[config.mk]
export PLATFORM = sky130hd
export DESIGN_NAME = serial_add_ctrl
export DESIGN_NICKNAME = d
export VERILOG_FILES = /design/src/rtl/serial_add_ctrl.sv
export SDC_FILE = /design/constraint.sdc
export NUM_CORES = 1
export LEC_CHECK = 0
export CAP_MARGIN = 20
export CORE_ASPECT_RATIO = 0.6
export CORE_MARGIN = 10
export CORE_UTILIZATION = 51
export DETAILED_ROUTE_END_ITERATION = 10
export DONT_BUFFER_PORTS = 1
export GPL_ROUTABILITY_DRIVEN = 0
export PLACE_DENSITY = 0.77
export SYNTH_ARGS = -nofsm -noshare
export SYNTH_HDL_FRONTEND = slang
export SYNTH_SLANG_ARGS = --single-unit
[constraint.sdc]
create_clock -name CLK -period 2.25 [get_ports CLK]
set_input_delay 0.45 -clock CLK [delete_from_list [all_inputs] [get_ports CLK]]
set_output_delay 0.45 -clock CLK [all_outputs]
set_load 0.05 [all_outputs]
[src/rtl/serial_add_ctrl.sv]
// serial_add_ctrl: sequencer for a bit-serial add/subtract datapath.
// Streams two N-bit operands LSB-first through a 1-bit full adder and reports SUM/COUT/OVF with DONE.
`default_nettype none

module serial_add_ctrl #(
   parameter int N  = 8,
   parameter int CW = 4
) (
   input  logic         CLK,
   input  logic         RST,
   input  logic         START,
   input  logic         SUB,
   input  logic [N-1:0] A,
   input  logic [N-1:0] B,
   input  logic         CIN,
   output logic         BUSY,
   output logic         DONE,
   output logic [N-1:0] SUM,
   output logic         COUT,
   output logic         OVF,
   output logic         SBIT
);

   typedef enum logic [1:0] {
      S_IDLE = 2'd0,
      S_RUN  = 2'd1,
      S_FIN  = 2'd2
   } state_t;

   localparam logic [CW-1:0] CNT_LAST = CW'(N - 1);
   localparam logic [CW-1:0] CNT_ONE  = CW'(1);

   state_t        state_q, state_d;
   logic [N-1:0]  ra_q, ra_d;
   logic [N-1:0]  rb_q, rb_d;
   logic          c_q, c_d;
   logic [CW-1:0] cnt_q, cnt_d;
   logic          amsb_q, amsb_d;
   logic          bmsb_q, bmsb_d;
   logic [N-1:0]  sum_q, sum_d;
   logic          cout_q, cout_d;
   logic          ovf_q, ovf_d;
   logic          sbit_q, sbit_d;
   logic          busy_q, busy_d;
   logic          done_q, done_d;

   logic          s_bit;
   logic          c_next;

   assign s_bit  = ra_q[0] ^ rb_q[0] ^ c_q;
   assign c_next = (ra_q[0] & rb_q[0]) | (ra_q[0] & c_q) | (rb_q[0] & c_q);

   always_ff @(posedge CLK or posedge RST) begin
      if (RST) begin
         state_q <= S_IDLE;
         ra_q    <= '0;
         rb_q    <= '0;
         c_q     <= 1'b0;
         cnt_q   <= '0;
         amsb_q  <= 1'b0;
         bmsb_q  <= 1'b0;
         sum_q   <= '0;
         cout_q  <= 1'b0;
         ovf_q   <= 1'b0;
         sbit_q  <= 1'b0;
         busy_q  <= 1'b0;
         done_q  <= 1'b0;
      end else begin
         state_q <= state_d;
         ra_q    <= ra_d;
         rb_q    <= rb_d;
         c_q     <= c_d;
         cnt_q   <= cnt_d;
         amsb_q  <= amsb_d;
         bmsb_q  <= bmsb_d;
         sum_q   <= sum_d;
         cout_q  <= cout_d;
         ovf_q   <= ovf_d;
         sbit_q  <= sbit_d;
         busy_q  <= busy_d;
         done_q  <= done_d;
      end
   end

   always_comb begin
      state_d = state_q;
      ra_d    = ra_q;
      rb_d    = rb_q;
      c_d     = c_q;
      cnt_d   = cnt_q;
      amsb_d  = amsb_q;
      bmsb_d  = bmsb_q;
      sum_d   = sum_q;
      cout_d  = cout_q;
      ovf_d   = ovf_q;
      sbit_d  = sbit_q;
      busy_d  = busy_q;
      done_d  = done_q;

      case (state_q)
         S_IDLE, S_FIN: begin
            if (START) begin
               // Subtract is A + ~B + 1: invert B and seed the carry.
               ra_d    = A;
               rb_d    = SUB ? ~B : B;
               c_d     = SUB ? 1'b1 : CIN;
               cnt_d   = '0;
               amsb_d  = A[N-1];
               bmsb_d  = SUB ? ~B[N-1] : B[N-1];
               sum_d   = '0;
               done_d  = 1'b0;
               busy_d  = 1'b1;
               state_d = S_RUN;
            end
         end
         S_RUN: begin
            ra_d   = ra_q >> 1;
            rb_d   = rb_q >> 1;
            c_d    = c_next;
            sum_d  = {s_bit, sum_q[N-1:1]};
            sbit_d = s_bit;
            cnt_d  = cnt_q + CNT_ONE;
            if (cnt_q == CNT_LAST) begin
               cout_d  = c_next;
               ovf_d   = (amsb_q == bmsb_q) && (s_bit != amsb_q);
               busy_d  = 1'b0;
               done_d  = 1'b1;
               state_d = S_FIN;
            end
         end
         default: state_d = S_IDLE;
      endcase
   end

   assign BUSY = busy_q;
   assign DONE = done_q;
   assign SUM  = sum_q;
   assign COUT = cout_q;
   assign OVF  = ovf_q;
   assign SBIT = sbit_q;

endmodule

`default_nettype wire

==> results of run 1 <==
## Yosys cell counts (all sizes together), types with 2 or more instances
master,count,area share (%)
nand2,14,3.1
a22oi,6,2.6
nand3,9,2.6
a21o,3,1.3
nor2,9,2.9
a221o,8,4.7
xnor2,8,4.1
and2b,2,1.2
buf,9,4.7
mux2i,2,1.2
dfrtp,38,56
inv,4,0.88
a21oi,3,1.1
nand2b,2,0.73
a22o,10,5.1
o21ai,5,1.5
## metal layers
layer / vias up / GRT usage (%) / part of all wire (%)
met5: - / 0 / 0
met4: 0 / 3.90 / 0.49
met3: 2 / 4.37 / 6.5
met2: 29 / 17.6 / 48
met1: 559 / 15.2 / 45
li1: 513 / - / -
## metrics by stage
stage                     util [%]  total power [mW]  instance area, µm²  instances
after CTS                     55.2              3.01                1790        190
after global placement        52.4              2.46                1700        182
after detailed placement      52.4              2.54                1700        182
final                         55.2              2.99                1790        190
after global routing          55.2              3.18                1790        190
after floorplan                  -              2.41                1710        145
## final timing paths
kind / from / end / slack, ns
hold reg to reg: cnt_q[3]$_DFFE_PP0P_ / cnt_q[3]$_DFFE_PP0P_ / 0.50
setup reg to reg: rb_q[0]$_DFFE_PP0P_ / OVF$_DFFE_PP0P_ / 0.73
max in group asynchronous: RST / rb_q[3]$_DFFE_PP0P_ / 1.75
setup / recovery: rb_q[0]$_DFFE_PP0P_ / OVF$_DFFE_PP0P_ / 0.73
min in group CLK: START / state_q[1]$_DFFE_PP0P_ / 0.27
hold / removal: RST / bmsb_q$_DFFE_PP0P_ / 0.17
## cell families (layout without fill, tap and decap cells)
kind of cell / after synthesis / after routing / synth area share (%)
and+or+nand+nor: 43 / 43 / 13.6
AOI/OAI and AO/OA: 38 / 38 / 18.0
DFF: 38 / 38 / 55.5
buffers and inverters: 14 / 14 / 5.77
xor gates and xnor gates: 8 / 8 / 4.09
adders and majority gates: 2 / 2 / 1.90
muxes: 2 / 2 / 1.17
## state kept, by name, indices dropped and copies added (netlist names)
signal   cells
ra_q         8
BUSY         1
c_q          1
SBIT         1
OVF          1
DONE         1
COUT         1
bmsb_q       1
rb_q         8
state_q      2
cnt_q        4
SUM          8
amsb_q       1
## worst register-to-register path, stage by stage, from the launching register on
cell and delay (ns):
dfrtp_1 0.39, inv_1 0.08, fa_1 0.46, or3_1 0.34, a31oi_2 0.17
## layout make-up
class | instances | area, µm²
fillers | 292 | 1450
flip-flops and latches | 38 | 951
multi-input cells | 93 | 663
clock buffers | 7 | 86.3
well taps | 45 | 56.3
repair buffers | 2 | 15.0
inverters | 4 | 15.0
clock inverters | 1 | 5.00
## power groups by stage
stage | Clock, mW | Combinational (mW) | Sequential [mW]
after floorplan | 0 | 0.893 | 1.51
after global placement | 0 | 0.882 | 1.58
after detailed placement | 0 | 0.939 | 1.60
after CTS | 0.483 | 0.938 | 1.59
after global routing | 0.508 | 1.04 | 1.63
final | 0.471 | 0.931 | 1.59
==> metrics.csv, run 1 <==
metric;value;unit
status;finished clean;
clock latency on the worst-skew pair;0.28;ns
input/output buffers;0;
1st-iter DRT viols;82;
TritonCTS buffer count;5;
CTS tree;yes;
internal power;1.65;mW
commonest non-fill, non-tap cell in the layout;dfrtp_1;
critical path's slowest cell;fa_1;
post-CTS setup buffers;0;
Avg WL per Cell;18.4;µm
critical path arrival;1.72;ns
Sequential Power Share;53.1;%
setup TNS;0;ns
synthesis-stage register bit count;38;
Syn Inst Count;145;
ant diodes;0;
Synth-to-Final Area Change;4.60;%
syn avg cell area;11.8;µm²
GR Util All Layers;11.7;%
crit path max fanout;4;
most frequent cells in the layout;dfrtp_1 (38), nand2_1 (14), a22o_1 (10), nand3_1 (9);
initial core utilization;52.8;%
number of cell rows;16;
Synth Net Count;168;
# IOs;34;
post-DP HPWL;2510;µm
final wirelength;3500;µm
global route overflow;0;
Slew Limit Headroom;62.2;%
EDFF count, synth;0;
detailed-route via count;1103;
Final min period;1.52;ns
clock power share;15.8;%
Sink Count;38;
hold_buf cts;0;
DRC;0;
slew of the pin with the lowest slew margin;0.567;ns
largest net degree at the start of global routing;39;
height of the die;64.9;µm
cell family with most CP delay;adder cells;
Clock Skews;0.00609;ns
Root Buffer;clkbuf_8;
RSZ-0062 raised after global routing;false;
Die W;94.8;µm
Setup WS pre-CTS;0.736;ns
CP peak stage delay;0.46;ns
WP depth;4;
Hold Fails Final Rpt;0;
Net Sw Frac;44.7;%
LEAKAGE;0.825;nW
worst-case clock buffer depth;2;
initial antenna violation count;0;
crit share post-route;67.5;%
Cell Area, Synth;1710;µm²
Yosys cell types;34;
Min Hold Slack;0.169;ns
critical path class;reg2reg;
Detailed Routing Iterations Pass 1;4;
Final setup viols;0;
die area;6150;µm²
# nets final;167;
first-pass GRT wire length;5640;µm
Resized cells post-CTS;0;
Vias/cell;5.81;
vias in the first global route;1077;
sw power;1.34;mW
fin. max-slew vios;0;
VDD IR-drop max;0.892;mV
Setup crit start kind;flip-flop;
Buf/Inv on CP;1;
register area share after synthesis;55.5;%
Yosys warning count;0;
CP Capture Type;flip-flop;
CP required;2.45;ns
clock-pin slew on the worst setup and hold paths;0.07;ns
crit-path cells;inv_1, fa_1, or3_1, a31oi_2;
H-tree Lvls;2;
Synth Flop Type;dfrtp_1;
R2R cell count;4;
Post-DRT Antenna Nets;0;
Hold Path Class;in2async;
share of cells above drive strength 1;10.3;%
max cap viols;0;
PnR worst setup slack;0.731;ns
CORE AREA;3240;µm²
Fmax;0.658;GHz
Async S/R FF share, synth;100;%
Combinational Power Share;31.2;%
Power Density;1670;nW/µm²
Power figures use the tool's default switching activity.
==> run 2, diff against run 1 <==
==> constraint.sdc (replaced) <==
create_clock -name CLK -period 1.6 [get_ports CLK]
set_input_delay 0.32 -clock CLK [delete_from_list [all_inputs] [get_ports CLK]]
set_output_delay 0.32 -clock CLK [all_outputs]
set_load 0.05 [all_outputs]
==> metrics.csv, run 2 (synthesis results as in run 1) <==
metric;value;unit
initial antenna violation count;0;
PnR worst setup slack;0.145;ns
height of the die;64.9;µm
post-DP HPWL;2520;µm
FILL cells;279;
final wirelength;3550;µm
1st-iter DRT viols;93;
critical path arrival;1.67;ns
ant diodes;0;
share of cells above drive strength 1;12.2;%
max cap viols;0;
Sink Count;38;
critical path class;reg2reg;
LEAKAGE;0.839;nW
fin. max-slew vios;0;
status;finished clean;
Die W;94.8;µm
CP Capture Type;flip-flop;
# nets final;170;
Power Total;4.28;mW
Finished Layout Cells;193;
slew of the pin with the lowest slew margin;0.519;ns
post-CTS setup buffers;0;
RSZ-0062 raised after global routing;false;
VDD IR-drop max;0.939;mV
global route overflow;0;
largest net degree at the start of global routing;39;
Clock Skews;0.00782;ns
first-pass GRT wire length;5820;µm
input/output buffers;0;
Post-DRT Antenna Nets;0;
Slew Limit Headroom;65.4;%
Hold Path Class;in2async;
setup TNS;0;ns
Synth-to-Final Area Change;5.92;%
Root Buffer;clkbuf_8;
Min Hold Slack;0.0388;ns
CTS tree;yes;
vias in the first global route;1146;
final core occ;55.9;%
Detailed Routing Iterations Pass 1;4;
fin area;1810;µm²
most frequent cells in the layout;dfrtp_1 (38), nand2_1 (14), a22o_1 (10), nand3_1 (9);
TritonCTS buffer count;5;
DRC;0;
Final min period;1.45;ns
die area;6150;µm²
hold_buf cts;0;
crit share post-route;90.9;%
GR Util All Layers;12.1;%
CP required;1.81;ns
number of cell rows;16;
# IOs;34;
CORE AREA;3240;µm²
commonest non-fill, non-tap cell in the layout;dfrtp_1;
detailed-route via count;1133;
clock-pin slew on the worst setup and hold paths;0.07;ns
initial core utilization;52.8;%
Vias/cell;5.87;
Setup WS pre-CTS;0.161;ns
Power Density;2360;nW/µm²
H-tree Lvls;2;
Fmax;0.687;GHz
Setup crit start kind;flip-flop;
Resized cells post-CTS;0;
crit path max fanout;2;
Hold Fails Final Rpt;0;
worst-case clock buffer depth;2;
Post-DP Area;1720;µm²
clock latency on the worst-skew pair;0.28;ns
Final setup viols;0;
Avg WL per Cell;18.4;µm
DP Cell Count;185;
## run 2: power breakdown
part | switching (mW) | internal, mW | total [mW]
logic | 0.747 | 0.664 | 1.41
clock network | 0.314 | 0.347 | 0.661
registers | 0.827 | 1.38 | 2.21
total | 1.89 | 2.40 | 4.28
## run 2: worst paths after layout
check	end	start	slack [ns]	cells after the start
worst max register to register	OVF$_DFFE_PP0P_	rb_q[0]$_DFFE_PP0P_	0.15	4
worst min-delay path	SUM[2]$_DFFE_PP0P_	RST	0.04	2
worst min register to register	rb_q[7]$_DFFE_PP0P_	rb_q[7]$_DFFE_PP0P_	0.49	1
max in group asynchronous	rb_q[4]$_DFFE_PP0P_	RST	1.22	2
worst max-delay path	OVF$_DFFE_PP0P_	rb_q[0]$_DFFE_PP0P_	0.15	4
min in group CLK	state_q[1]$_DFFE_PP0P_	START	0.14	1
## run 2: layout make-up
type	count	area, µm²	share of cell area, %
Sequential cell	38	951	52.4
Multi-Input combinational cell	93	663	36.6
Clock buffer	7	86.3	4.76
Tap cell	45	56.3	3.10
Timing Repair Buffer	5	37.5	2.07
Inverter	4	15.0	0.828
Clock inverter	1	5.00	0.276
## run 2: worst max-delay path: stages, from the launching register on
cell and delay (ns):
dfrtp_1 0.38, inv_1 0.08, fa_1 0.42, or3_1 0.33, a31oi_2 0.17
## run 2: layer usage
| metal | vias to the layer above | part of all wire, % | GRT usage [%] |
|---|---|---|---|
| li1 | 523 | - | - |
| met1 | 553 | 43 | 16.2 |
| met2 | 53 | 46 | 16.6 |
| met3 | 4 | 10 | 5.98 |
| met4 | 0 | 0.87 | 3.90 |
| met5 | - | 0 | 0 |
==> run 3, diff against run 2 <==
--- a/config.mk
+++ b/config.mk
@@ -8,11 +8,11 @@
 export CAP_MARGIN = 20
 export CORE_ASPECT_RATIO = 0.6
 export CORE_MARGIN = 10
-export CORE_UTILIZATION = 51
+export CORE_UTILIZATION = 61
 export DETAILED_ROUTE_END_ITERATION = 10
 export DONT_BUFFER_PORTS = 1
 export GPL_ROUTABILITY_DRIVEN = 0
-export PLACE_DENSITY = 0.77
+export PLACE_DENSITY = 0.88
 export SYNTH_ARGS = -nofsm -noshare
 export SYNTH_HDL_FRONTEND = slang
 export SYNTH_SLANG_ARGS = --single-unit
==> metrics.csv, run 3 (synthesis results as in run 1) <==
metric;value;unit
status;finished clean;
Synth-to-Final Area Change;5.84;%
post-CTS setup buffers;0;
Clock Skews;0.00733;ns
clock-pin slew on the worst setup and hold paths;0.07;ns
fin. max-slew vios;0;
Final min period;1.52;ns
CP required;1.81;ns
hold_buf cts;0;
Resized cells post-CTS;0;
crit path max fanout;3;
Slew Limit Headroom;63.7;%
clock latency on the worst-skew pair;0.29;ns
H-tree Lvls;2;
Worst R2R Start;ra_q[0]$_DFFE_PP0P_;
RSZ-0062 raised after global routing;false;
TritonCTS buffer count;5;
height of the die;61.0;µm
share of cells above drive strength 1;11.5;%
worst-case clock buffer depth;2;
r2r endpoint;OVF$_DFFE_PP0P_;
Hold Path Class;in2async;
max cap viols;0;
fin area;1810;µm²
Post-DP Area;1700;µm²
Fmax;0.657;GHz
first-pass GRT wire length;5730;µm
Detailed Routing Iterations Pass 1;4;
most frequent cells in the layout;dfrtp_1 (38), nand2_1 (14), a22o_1 (10), nand3_1 (9);
Sink Count;38;
ant diodes;0;
# nets final;170;
critical path's slowest cell;fa_1;
Combinational Power Share;31.9;%
DRC;0;
number of cell rows;14;
input/output buffers;0;
crit-path cells;inv_1, fa_1, or3_1, a31oi_2;
R2R cell count;4;
1st-iter DRT viols;92;
CTS tree;yes;
flop2flop setup slack;0.08;ns
Sequential Power Share;50.3;%
final wirelength;3670;µm
commonest non-fill, non-tap cell in the layout;dfrtp_1;
Post-DRT Antenna Nets;0;
Vias/cell;6.39;
setup TNS;0;ns
Power Density;2450;nW/µm²
internal power;2.52;mW
Die W;88.4;µm
post-DP HPWL;2520;µm
Finished Layout Cells;180;
sw power;1.92;mW
slew of the pin with the lowest slew margin;0.545;ns
detailed-route via count;1150;
DP Cell Count;171;
GR Util All Layers;14.1;%
Root Buffer;clkbuf_8;
Final setup viols;0;
CP Capture Type;flip-flop;
initial antenna violation count;0;
global route overflow;0;
crit share post-route;95.2;%
die area;5400;µm²
CP peak stage delay;0.51;ns
critical path class;reg2reg;
LEAKAGE;0.843;nW
clock power share;17.8;%
CORE AREA;2590;µm²
largest net degree at the start of global routing;39;
Hold Fails Final Rpt;0;
initial core utilization;66.1;%
Setup crit start kind;flip-flop;
Net Sw Frac;43.3;%
Avg WL per Cell;20.4;µm
critical path arrival;1.73;ns
# IOs;34;
VDD IR-drop max;1.30;mV
vias in the first global route;1112;
==> run 3: cell count changes in the layout (fill, tap and decap cells not counted), sizes merged <==
cell    delta
clkinv     -1
bufinv     +1
==> run 3: worst max-delay path, delay by kind of cell, from the launching register on <==
family                     cells  cell delay (ns)
AOI/OAI and AO/OA              1             0.19
adders and majority gates      1             0.51
buffers and inverters          1             0.07
DFF                            1             0.33
and+or+nand+nor                1             0.35
==> run 3: layer usage <==
metal	wire, µm	part of all wire [%]	up-vias	global-route usage (%)
li1	-	-	523	-
met1	1490	41	578	17.9
met2	1800	49	40	20.9
met3	318	8.7	9	6.98
met4	59	1.6	0	4.58
met5	0	0	-	0
==> run 3: power by group through the flow <==
| stage | combinational [mW] | clock (mW) | sequential [mW] |
|---|---|---|---|
| 2_1_floorplan | 1.26 | 0 | 2.13 |
| 3_3_place_gp | 1.27 | 0 | 2.22 |
| 3_5_place_dp | 1.34 | 0 | 2.24 |
| 4_1_cts | 1.36 | 0.810 | 2.23 |
| 5_1_grt | 1.55 | 0.851 | 2.28 |
| 6_report | 1.42 | 0.792 | 2.23 |
==> run 3: worst max-delay path by stage <==
stage,from,endpoint,slack [ns]
after floorplan,rb_q[0]$_DFFE_PP0P_,OVF$_DFFE_PP0P_,0.16
after global placement,rb_q[0]$_DFFE_PP0P_,OVF$_DFFE_PP0P_,0.14
after detailed placement,rb_q[0]$_DFFE_PP0P_,OVF$_DFFE_PP0P_,0.07
after CTS,rb_q[0]$_DFFE_PP0P_,OVF$_DFFE_PP0P_,0.05
after global routing,ra_q[0]$_DFFE_PP0P_,OVF$_DFFE_PP0P_,0.002
final,ra_q[0]$_DFFE_PP0P_,OVF$_DFFE_PP0P_,0.08
==> run 3: area by class of cell <==
cell class / count / area [µm²]
clock buffer: 7 / 76.3
timing repair buffer: 5 / 37.5
tap: 32 / 40.0
multi-input combinational: 93 / 663
fill: 187 / 779
inverter: 4 / 15.0
sequential: 38 / 951
clock inverter: 1 / 30.0
==> run 3: stage by stage <==
step	hold WS [ns]	power, mW	util (%)	setup WS [ns]
after CTS	0.0378	4.41	69.6	0.0486
after detailed placement	0.346	3.58	65.5	0.0652
after floorplan	0.425	3.38	-	0.159
final	0.0219	4.44	69.9	0.0774
after global routing	0.0766	4.69	69.9	0.00226
after global placement	0.339	3.49	65.5	0.138
